$ cat src/rtl/ic_fill_responder_pkg.sv
// Shared sizes and types for the instruction-cache line-fill responder.
package ic_fill_responder_pkg;

  localparam int unsigned ADDR_BITS      = 27;
  localparam int unsigned BYTES_PER_LINE = 16;
  localparam int unsigned WORDS_PER_LINE = 4;
  localparam int unsigned BEATS_PER_LINE = BYTES_PER_LINE / 8;
  localparam int unsigned WORDS_PER_BEAT = 2;

  // [k] holds bytes 2k+1:2k of the beat (little-endian)
  typedef logic [3:0][15:0] ic_fill_t;

  typedef enum logic [1:0] {
    IDLE,
    REQ,
    COLLECT,
    DRAIN
  } ic_fill_state_e;

  typedef struct packed {
    ic_fill_t data;
    logic     beat;
    logic     last;
    logic     err;
  } ic_fill_beat_t;

endpackage

$ cat src/rtl/ic_fill_responder_if.sv
// Miss, fill and DRAM-read signal bundle for ic_fill_responder.
// slave = responder view, master = cache/DRAM environment view.
interface ic_fill_responder_if;
  import ic_fill_responder_pkg::*;

  logic                 miss_valid;
  logic                 miss_ready;
  logic [ADDR_BITS-1:0] miss_addr;

  logic                 fill_valid;
  logic                 fill_ready;
  ic_fill_t             fill_data;
  logic                 fill_beat;
  logic                 fill_last;
  logic                 fill_err;

  logic                 mem_rd_valid;
  logic                 mem_rd_ready;
  logic [ADDR_BITS-1:0] mem_rd_addr;
  logic                 mem_rdata_valid;
  logic [31:0]          mem_rdata;
  logic                 mem_rdata_err;

  modport slave (
    input  miss_valid, miss_addr, fill_ready, mem_rd_ready,
           mem_rdata_valid, mem_rdata, mem_rdata_err,
    output miss_ready, fill_valid, fill_data, fill_beat, fill_last, fill_err,
           mem_rd_valid, mem_rd_addr
  );

  modport master (
    output miss_valid, miss_addr, fill_ready, mem_rd_ready,
           mem_rdata_valid, mem_rdata, mem_rdata_err,
    input  miss_ready, fill_valid, fill_data, fill_beat, fill_last, fill_err,
           mem_rd_valid, mem_rd_addr
  );

endinterface

$ cat src/rtl/ic_fill_responder_beat_buf.sv
// ic_fill_beat_buf: small FIFO of packed fill beats; head is presented
// combinationally and stays put until popped.
module ic_fill_beat_buf
  import ic_fill_responder_pkg::*;
#(
  parameter int unsigned DEPTH = 2
) (
  input  logic          clk,
  input  logic          reset,
  input  logic          push,
  input  ic_fill_beat_t din,
  input  logic          pop,
  output ic_fill_beat_t head,
  output logic          empty
);

  localparam int unsigned PW = (DEPTH > 1) ? $clog2(DEPTH) : 1;
  localparam int unsigned CW = $clog2(DEPTH + 1);

  ic_fill_beat_t mem_q [DEPTH];
  logic [PW-1:0] rd_q;
  logic [PW-1:0] wr_q;
  logic [CW-1:0] cnt_q;

  function automatic logic [PW-1:0] ptr_inc(input logic [PW-1:0] p);
    return (p == PW'(DEPTH - 1)) ? '0 : p + PW'(1);
  endfunction

  // Storage, pointers and occupancy; simultaneous push and pop keep the count
  always_ff @(posedge clk or posedge reset) begin
    if (reset) begin
      for (int unsigned i = 0; i < DEPTH; i++) mem_q[i] <= '0;
      rd_q  <= '0;
      wr_q  <= '0;
      cnt_q <= '0;
    end else begin
      if (push) begin
        mem_q[wr_q] <= din;
        wr_q        <= ptr_inc(wr_q);
      end
      if (pop) rd_q <= ptr_inc(rd_q);
      case ({push, pop})
        2'b10:   cnt_q <= cnt_q + CW'(1);
        2'b01:   cnt_q <= cnt_q - CW'(1);
        default: cnt_q <= cnt_q;
      endcase
    end
  end

  // Head entry and empty flag
  always_comb begin
    head  = mem_q[rd_q];
    empty = (cnt_q == '0);
  end

  // A line never produces more beats than the buffer holds
  assert property (@(posedge clk) disable iff (reset)
    !(push && !pop && (cnt_q == CW'(DEPTH))));

endmodule

$ cat src/rtl/ic_fill_responder.sv
// ic_fill_responder: takes one icache miss, issues one 4-word DRAM burst,
// packs word pairs into 64-bit beats and returns them through a beat FIFO.
// Optional macro IC_CRITICAL_BEAT_FIRST_EN: burst starts at the missed
// beat (8-byte aligned) so the critical beat is returned first.
module ic_fill_responder
  import ic_fill_responder_pkg::*;
#(
  parameter int unsigned BUF_DEPTH = 2
) (
  input logic               clk,
  input logic               reset,
  ic_fill_responder_if.slave bus
);

  ic_fill_state_e       state_q;
  ic_fill_state_e       state_d;
  logic [ADDR_BITS-1:0] addr_q;
  logic [1:0]           cnt_q;
  logic [31:0]          word0_q;
  logic                 err0_q;
  logic                 start_beat;
  logic                 take;
  logic                 word_in;
  logic                 push;
  logic                 pop;
  logic                 empty;
  ic_fill_beat_t        push_beat;
  ic_fill_beat_t        head;

`ifdef IC_CRITICAL_BEAT_FIRST_EN
  logic [2:0] unused_addr_bits;
  assign unused_addr_bits = addr_q[2:0];
  assign start_beat       = addr_q[3];
  assign bus.mem_rd_addr  = {addr_q[ADDR_BITS-1:3], 3'b0};
`else
  logic [3:0] unused_addr_bits;
  assign unused_addr_bits = addr_q[3:0];
  assign start_beat       = 1'b0;
  assign bus.mem_rd_addr  = {addr_q[ADDR_BITS-1:4], 4'b0};
`endif

  // FSM state register
  always_ff @(posedge clk or posedge reset) begin
    if (reset) state_q <= IDLE;
    else       state_q <= state_d;
  end

  // Miss address latch, word counter and held first word of each pair
  always_ff @(posedge clk or posedge reset) begin
    if (reset) begin
      addr_q  <= '0;
      cnt_q   <= '0;
      word0_q <= '0;
      err0_q  <= 1'b0;
    end else begin
      if (take) addr_q <= bus.miss_addr;
      if (word_in) begin
        cnt_q <= cnt_q + 2'd1;
        if (!cnt_q[0]) begin
          word0_q <= bus.mem_rdata;
          err0_q  <= bus.mem_rdata_err;
        end
      end
    end
  end

  // Next state, handshakes and beat assembly
  always_comb begin
    state_d          = state_q;
    bus.miss_ready   = (state_q == IDLE);
    bus.mem_rd_valid = (state_q == REQ);
    take             = (state_q == IDLE) && bus.miss_valid;
    word_in          = (state_q == COLLECT) && bus.mem_rdata_valid;
    push             = word_in && cnt_q[0];
    pop              = !empty && bus.fill_ready;
    push_beat.data   = {bus.mem_rdata, word0_q};
    push_beat.beat   = cnt_q[1] ^ start_beat;
    push_beat.last   = (cnt_q == 2'd3);
    push_beat.err    = err0_q | bus.mem_rdata_err;
    case (state_q)
      IDLE:    if (bus.miss_valid) state_d = REQ;
      REQ:     if (bus.mem_rd_ready) state_d = COLLECT;
      COLLECT: if (word_in && (cnt_q == 2'd3)) state_d = DRAIN;
      DRAIN:   if (pop && head.last) state_d = IDLE;
      default: state_d = IDLE;
    endcase
  end

  // Fill port driven from the FIFO head; zeros while nothing is pending
  always_comb begin
    bus.fill_valid = !empty;
    bus.fill_data  = empty ? '0 : head.data;
    bus.fill_beat  = !empty && head.beat;
    bus.fill_last  = !empty && head.last;
    bus.fill_err   = !empty && head.err;
  end

  ic_fill_beat_buf #(.DEPTH(BUF_DEPTH)) u_buf (
    .clk   (clk),
    .reset (reset),
    .push  (push),
    .din   (push_beat),
    .pop   (pop),
    .head  (head),
    .empty (empty)
  );

  // DRAM data cannot be stalled, so a word outside a burst is a protocol error
  assert property (@(posedge clk) disable iff (reset)
    bus.mem_rdata_valid |-> (state_q == COLLECT));

endmodule

$ cat src/flat_wrapper.sv
// flat-port wrapper written by rule: the top's interface ports become plain ports
module ic_fill_responder_flat import ic_fill_responder_pkg::*;
#(
  parameter int unsigned BUF_DEPTH = 2
)
  (clk, reset, bus_miss_valid, bus_miss_addr, bus_fill_ready, bus_mem_rd_ready, bus_mem_rdata_valid, bus_mem_rdata, bus_mem_rdata_err, bus_miss_ready, bus_fill_valid, bus_fill_data, bus_fill_beat, bus_fill_last, bus_fill_err, bus_mem_rd_valid, bus_mem_rd_addr);
  ic_fill_responder_if bus_i ();
  input logic clk;
  input logic reset;
  input wire logic [$bits(bus_i.miss_valid)-1:0] bus_miss_valid;
  input wire logic [$bits(bus_i.miss_addr)-1:0] bus_miss_addr;
  input wire logic [$bits(bus_i.fill_ready)-1:0] bus_fill_ready;
  input wire logic [$bits(bus_i.mem_rd_ready)-1:0] bus_mem_rd_ready;
  input wire logic [$bits(bus_i.mem_rdata_valid)-1:0] bus_mem_rdata_valid;
  input wire logic [$bits(bus_i.mem_rdata)-1:0] bus_mem_rdata;
  input wire logic [$bits(bus_i.mem_rdata_err)-1:0] bus_mem_rdata_err;
  output wire logic [$bits(bus_i.miss_ready)-1:0] bus_miss_ready;
  output wire logic [$bits(bus_i.fill_valid)-1:0] bus_fill_valid;
  output wire logic [$bits(bus_i.fill_data)-1:0] bus_fill_data;
  output wire logic [$bits(bus_i.fill_beat)-1:0] bus_fill_beat;
  output wire logic [$bits(bus_i.fill_last)-1:0] bus_fill_last;
  output wire logic [$bits(bus_i.fill_err)-1:0] bus_fill_err;
  output wire logic [$bits(bus_i.mem_rd_valid)-1:0] bus_mem_rd_valid;
  output wire logic [$bits(bus_i.mem_rd_addr)-1:0] bus_mem_rd_addr;
  assign bus_i.miss_valid = bus_miss_valid;
  assign bus_i.miss_addr = bus_miss_addr;
  assign bus_i.fill_ready = bus_fill_ready;
  assign bus_i.mem_rd_ready = bus_mem_rd_ready;
  assign bus_i.mem_rdata_valid = bus_mem_rdata_valid;
  assign bus_i.mem_rdata = bus_mem_rdata;
  assign bus_i.mem_rdata_err = bus_mem_rdata_err;
  assign bus_miss_ready = bus_i.miss_ready;
  assign bus_fill_valid = bus_i.fill_valid;
  assign bus_fill_data = bus_i.fill_data;
  assign bus_fill_beat = bus_i.fill_beat;
  assign bus_fill_last = bus_i.fill_last;
  assign bus_fill_err = bus_i.fill_err;
  assign bus_mem_rd_valid = bus_i.mem_rd_valid;
  assign bus_mem_rd_addr = bus_i.mem_rd_addr;
  ic_fill_responder #(.BUF_DEPTH(BUF_DEPTH)) u_core (.clk(clk), .reset(reset), .bus(bus_i));
endmodule
$ cat config.mk
export PLATFORM = sky130hd
export DESIGN_NAME = ic_fill_responder_flat
export DESIGN_NICKNAME = d
export VERILOG_FILES = /design/src/rtl/ic_fill_responder_pkg.sv /design/src/rtl/ic_fill_responder_if.sv /design/src/rtl/ic_fill_responder_beat_buf.sv /design/src/rtl/ic_fill_responder.sv /design/src/flat_wrapper.sv
export SDC_FILE = /design/constraint.sdc
export NUM_CORES = 1
export LEC_CHECK = 0
export BUFFER_PORTS_ARGS = -buffer_cell sky130_fd_sc_hd__buf_2
export CAP_MARGIN = 5
export CORE_AREA = 4 4 125 127
export DETAILED_ROUTE_END_ITERATION = 10
export DIE_AREA = 0 0 129 131
export GPL_TIMING_DRIVEN = 0
export PLACE_DENSITY = 0.92
export SYNTH_ARGS = -nofsm -noshare
export SYNTH_HDL_FRONTEND = slang
export SYNTH_SLANG_ARGS = --single-unit
$ cat constraint.sdc
create_clock -name clk -period 11.6 [get_ports clk]
set_clock_uncertainty 0.15 [all_clocks]
set_input_delay 1.16 -clock clk [delete_from_list [all_inputs] [get_ports clk]]
set_output_delay 1.16 -clock clk [all_outputs]
set_load 0.01 [all_outputs]
==> qor.yml <==
status: "finished, final reports clean"
setup_viol: 0
met1Wirelength_mm: 7.687
hpwl_mm: 13.53
fin_cells: 978
holdWs_ns: 0.3464
die_h_um: 131
dr_wl_met3_mm: 1.177
synthArstFlopShare_pct: 100.0
worstPathMaxFanout: 10
synth_top_area_cell: "dfrtp_1"
port_buffers: 154
clock_latency_ns: 0.42
cts_setup_buffers: 0
critPathCaptureType: "primary output"
synth_compound_area_share_pct: 0.3520
final_hold_viol_count: 0
r2r_cells: 5
cp_slowest_cell: "clkbuf_1"
htreeDepth: 4
cts.sinks: 198
critical_path_buf_inv_count: 3
cts_buffer_depth: 2
nNetsFinal: 855
synth_top_area_share_pct: 58.07
synthFlopType: "dfrtp_1"
synth_xor_area_share_pct: 0.5133
rr_endpoint: "u_core.u_buf.mem_q[3]$_DFFE_PP0P_"
hold_depth: 2
netlist-cell-type-count: 22
synth_seq_cells: 198
r2r-start: "u_core.state_q[0]$_DFFE_PP0P_"
core_um2: 14420
hold_class: "flop to flop"
cap_viol_max_count: 0
leakage_uw: 0.005152
worstPathRequired_ns: 10.29
via_count: 5404
grt_max_degree: 142
r2r_slack_ns: 9.28
numCtsBuffers: 17
syn_area_um2: 8532
worstPathCellList: "nor2_1, clkbuf_1, buf_1, nor2_1, buf_2"
syn_area_per_cell_um2: 14.13
cp_top_family: "buffers and inverters"
slowest_delay_ns: 0.56
drt_first_pass_iters: 4
cts_tree: "built"
die-area_um2: 16900
maxSlewViolCount: 0
power_uw: 3049
synth_edf_count: 0
antenna_found_initial: 2
yosys.area_share.adder_pct: 1.173
rsz0062_at_grt: "false"
min_from: "u_core.u_buf.mem_q[67]$_DFFE_PP0P_"
wl_per_cell_um: 19.37
post-place-cells: 946
rows: 44
path_common_cell: "nor2_1"
yosysMostFrequentCell: "dfrtp_1"
ctsResizeCount: 0
drc: 0
max_freq_mhz: 265.5
area_delta_synth_final_pct: 18.76
hold_path_end: "u_core.u_buf.mem_q[67]$_DFFE_PP0P_"
ys_warn_count: 0
max_slew_margin_pct: 49.15
grt_usage_pct: 23.86
finalCritPeriodShare_pct: 32.47
yosys-top-cells-area: "dfrtp_1, mux2_2, mux2i_1"
io_pins: 163
power.density_nw_per_um2: 300.9
start_kind: "flop"
drive_gt1_share_pct: 50.44
arrival_ns: 2.46
synth_commonest_cells: "dfrtp_1, mux2_2, nor2_1"
routed-wl-met2_mm: 9.759
fin_crit_ns: 3.766
grt_pass1_wl_mm: 30.70
cts_hold_buf: 0
drtAntennaViolNets: 0
ir_drop_uv: 167.5
dr.first_iter.drc_count: 315
fin_util_pct: 70.25
routed_via_density: 5.526
fin_setup_tns_ns: 0
routed.top_layer: "met5"
path_class: "flop to primary output"
worst_pin_slew_ns: 0.7628
gp_routability_congestion: 0.7894
wirelength_mm: 18.95
cts-root-buf: "clkbuf_16"
synthMuxAreaShare_pct: 33.36
die_w_um: 129
synth-simple-area-share_pct: 3.828
synth_top_family_by_area: "multiplexers"
yosysSeqAreaShare_pct: 58.07
grt-ovfl-total: 0
postSynthCellCount: 604
grt_pass1_vias: 5934
initial_core_util_pct: 59.15
clk_pin_slew_ns: 0.06
[metrics by stage]
step / cell area (um^2) / setup WS [ns]
5_1_grt: 10130 / 7.698
3_5_place_dp: 9579 / 8.273
3_3_place_gp: 9544 / 3.462
2_1_floorplan: 8543 / 4.893
6_report: 10130 / 7.834
4_1_cts: 10130 / 7.796
[cells in the final DEF, fill, tap and decap left out, types with 2 or more instances in the layout]
cell type / n
buf_1: 8
buf_2: 173
buf_4: 4
buf_6: 2
clkbuf_1: 9
clkbuf_16: 17
clkbuf_8: 3
clkinv_2: 5
conb_1: 4
dfrtp_1: 198
ha_1: 8
inv_1: 6
mux2_2: 183
mux2_4: 7
mux2i_1: 68
nand2_1: 8
nor2_1: 71
o21ai_0: 4
xnor2_1: 4
[layer usage]
layer	vias up	global-route usage, %
li1	2437	-
met1	2760	29.51
met2	177	41.98
met3	28	5.732
met4	2	6.980
met5	-	0
[final cells by class]
cell class,count,area [um^2]
Clock buffer,23,478.0
Sequential cell,198,4955
Tap cell,184,230.2
Timing Repair Buffer,155,798.3
Clock inverter,8,72.57
Antenna cell,1,2.502
Fill cell,979,4292
Inverter,7,33.78
Buffer,39,200.2
Multi-Input combinational cell,363,3362
[where the power goes]
part	total, uW	leakage [uW]	internal [uW]	switching, uW
logic	1260	0.00244	632	631
clock network	551	0.000277	311	240
registers	1230	0.00244	1040	198
[logic make-up (layout without fill, tap and decap cells)]
kind of cell,Yosys count,after routing
fa+ha+maj,8,8
mux,258,258
other cells,1,5
compound gates,5,5
buf+inv,46,232
simple gates,83,83
xor+xnor,5,5
flops,198,198
[worst max-delay path by stage]
stage	startpoint	endpoint	slack (ns)	depth (start not counted)
floorplan	reset	u_core.addr_q[10]$_DFFE_PP0P_	4.89	1
global placement	reset	u_core.u_buf.mem_q[102]$_DFFE_PP0P_	3.46	2
detailed placement	u_core.u_buf.cnt_q[0]$_DFFE_PP0P_	bus_fill_data[13]	8.27	5
CTS	u_core.u_buf.cnt_q[0]$_DFFE_PP0P_	bus_fill_data[13]	7.80	5
global route	u_core.u_buf.cnt_q[0]$_DFFE_PP0P_	bus_fill_data[13]	7.70	5
finish	u_core.u_buf.cnt_q[0]$_DFFE_PP0P_	bus_fill_data[13]	7.83	5
[sequential cells by signal, indices dropped and copies added (netlist names)]
name / cells
u_core.word0_q: 32
u_core.u_buf.mem_q: 134
u_core.addr_q: 23
u_core.err0_q: 1
u_core.cnt_q: 2
u_core.u_buf.wr_q: 1
u_core.u_buf.cnt_q: 2
u_core.state_q: 2
u_core.u_buf.rd_q: 1
[tightest hold or removal path, delay by kind of cell, from the launching register on]
family	cells	cell delay, ns
flops	1	0.35
compound gates	1	0.06
simple gates	1	0.05
Note: power is estimated with default switching activity, not from simulation.
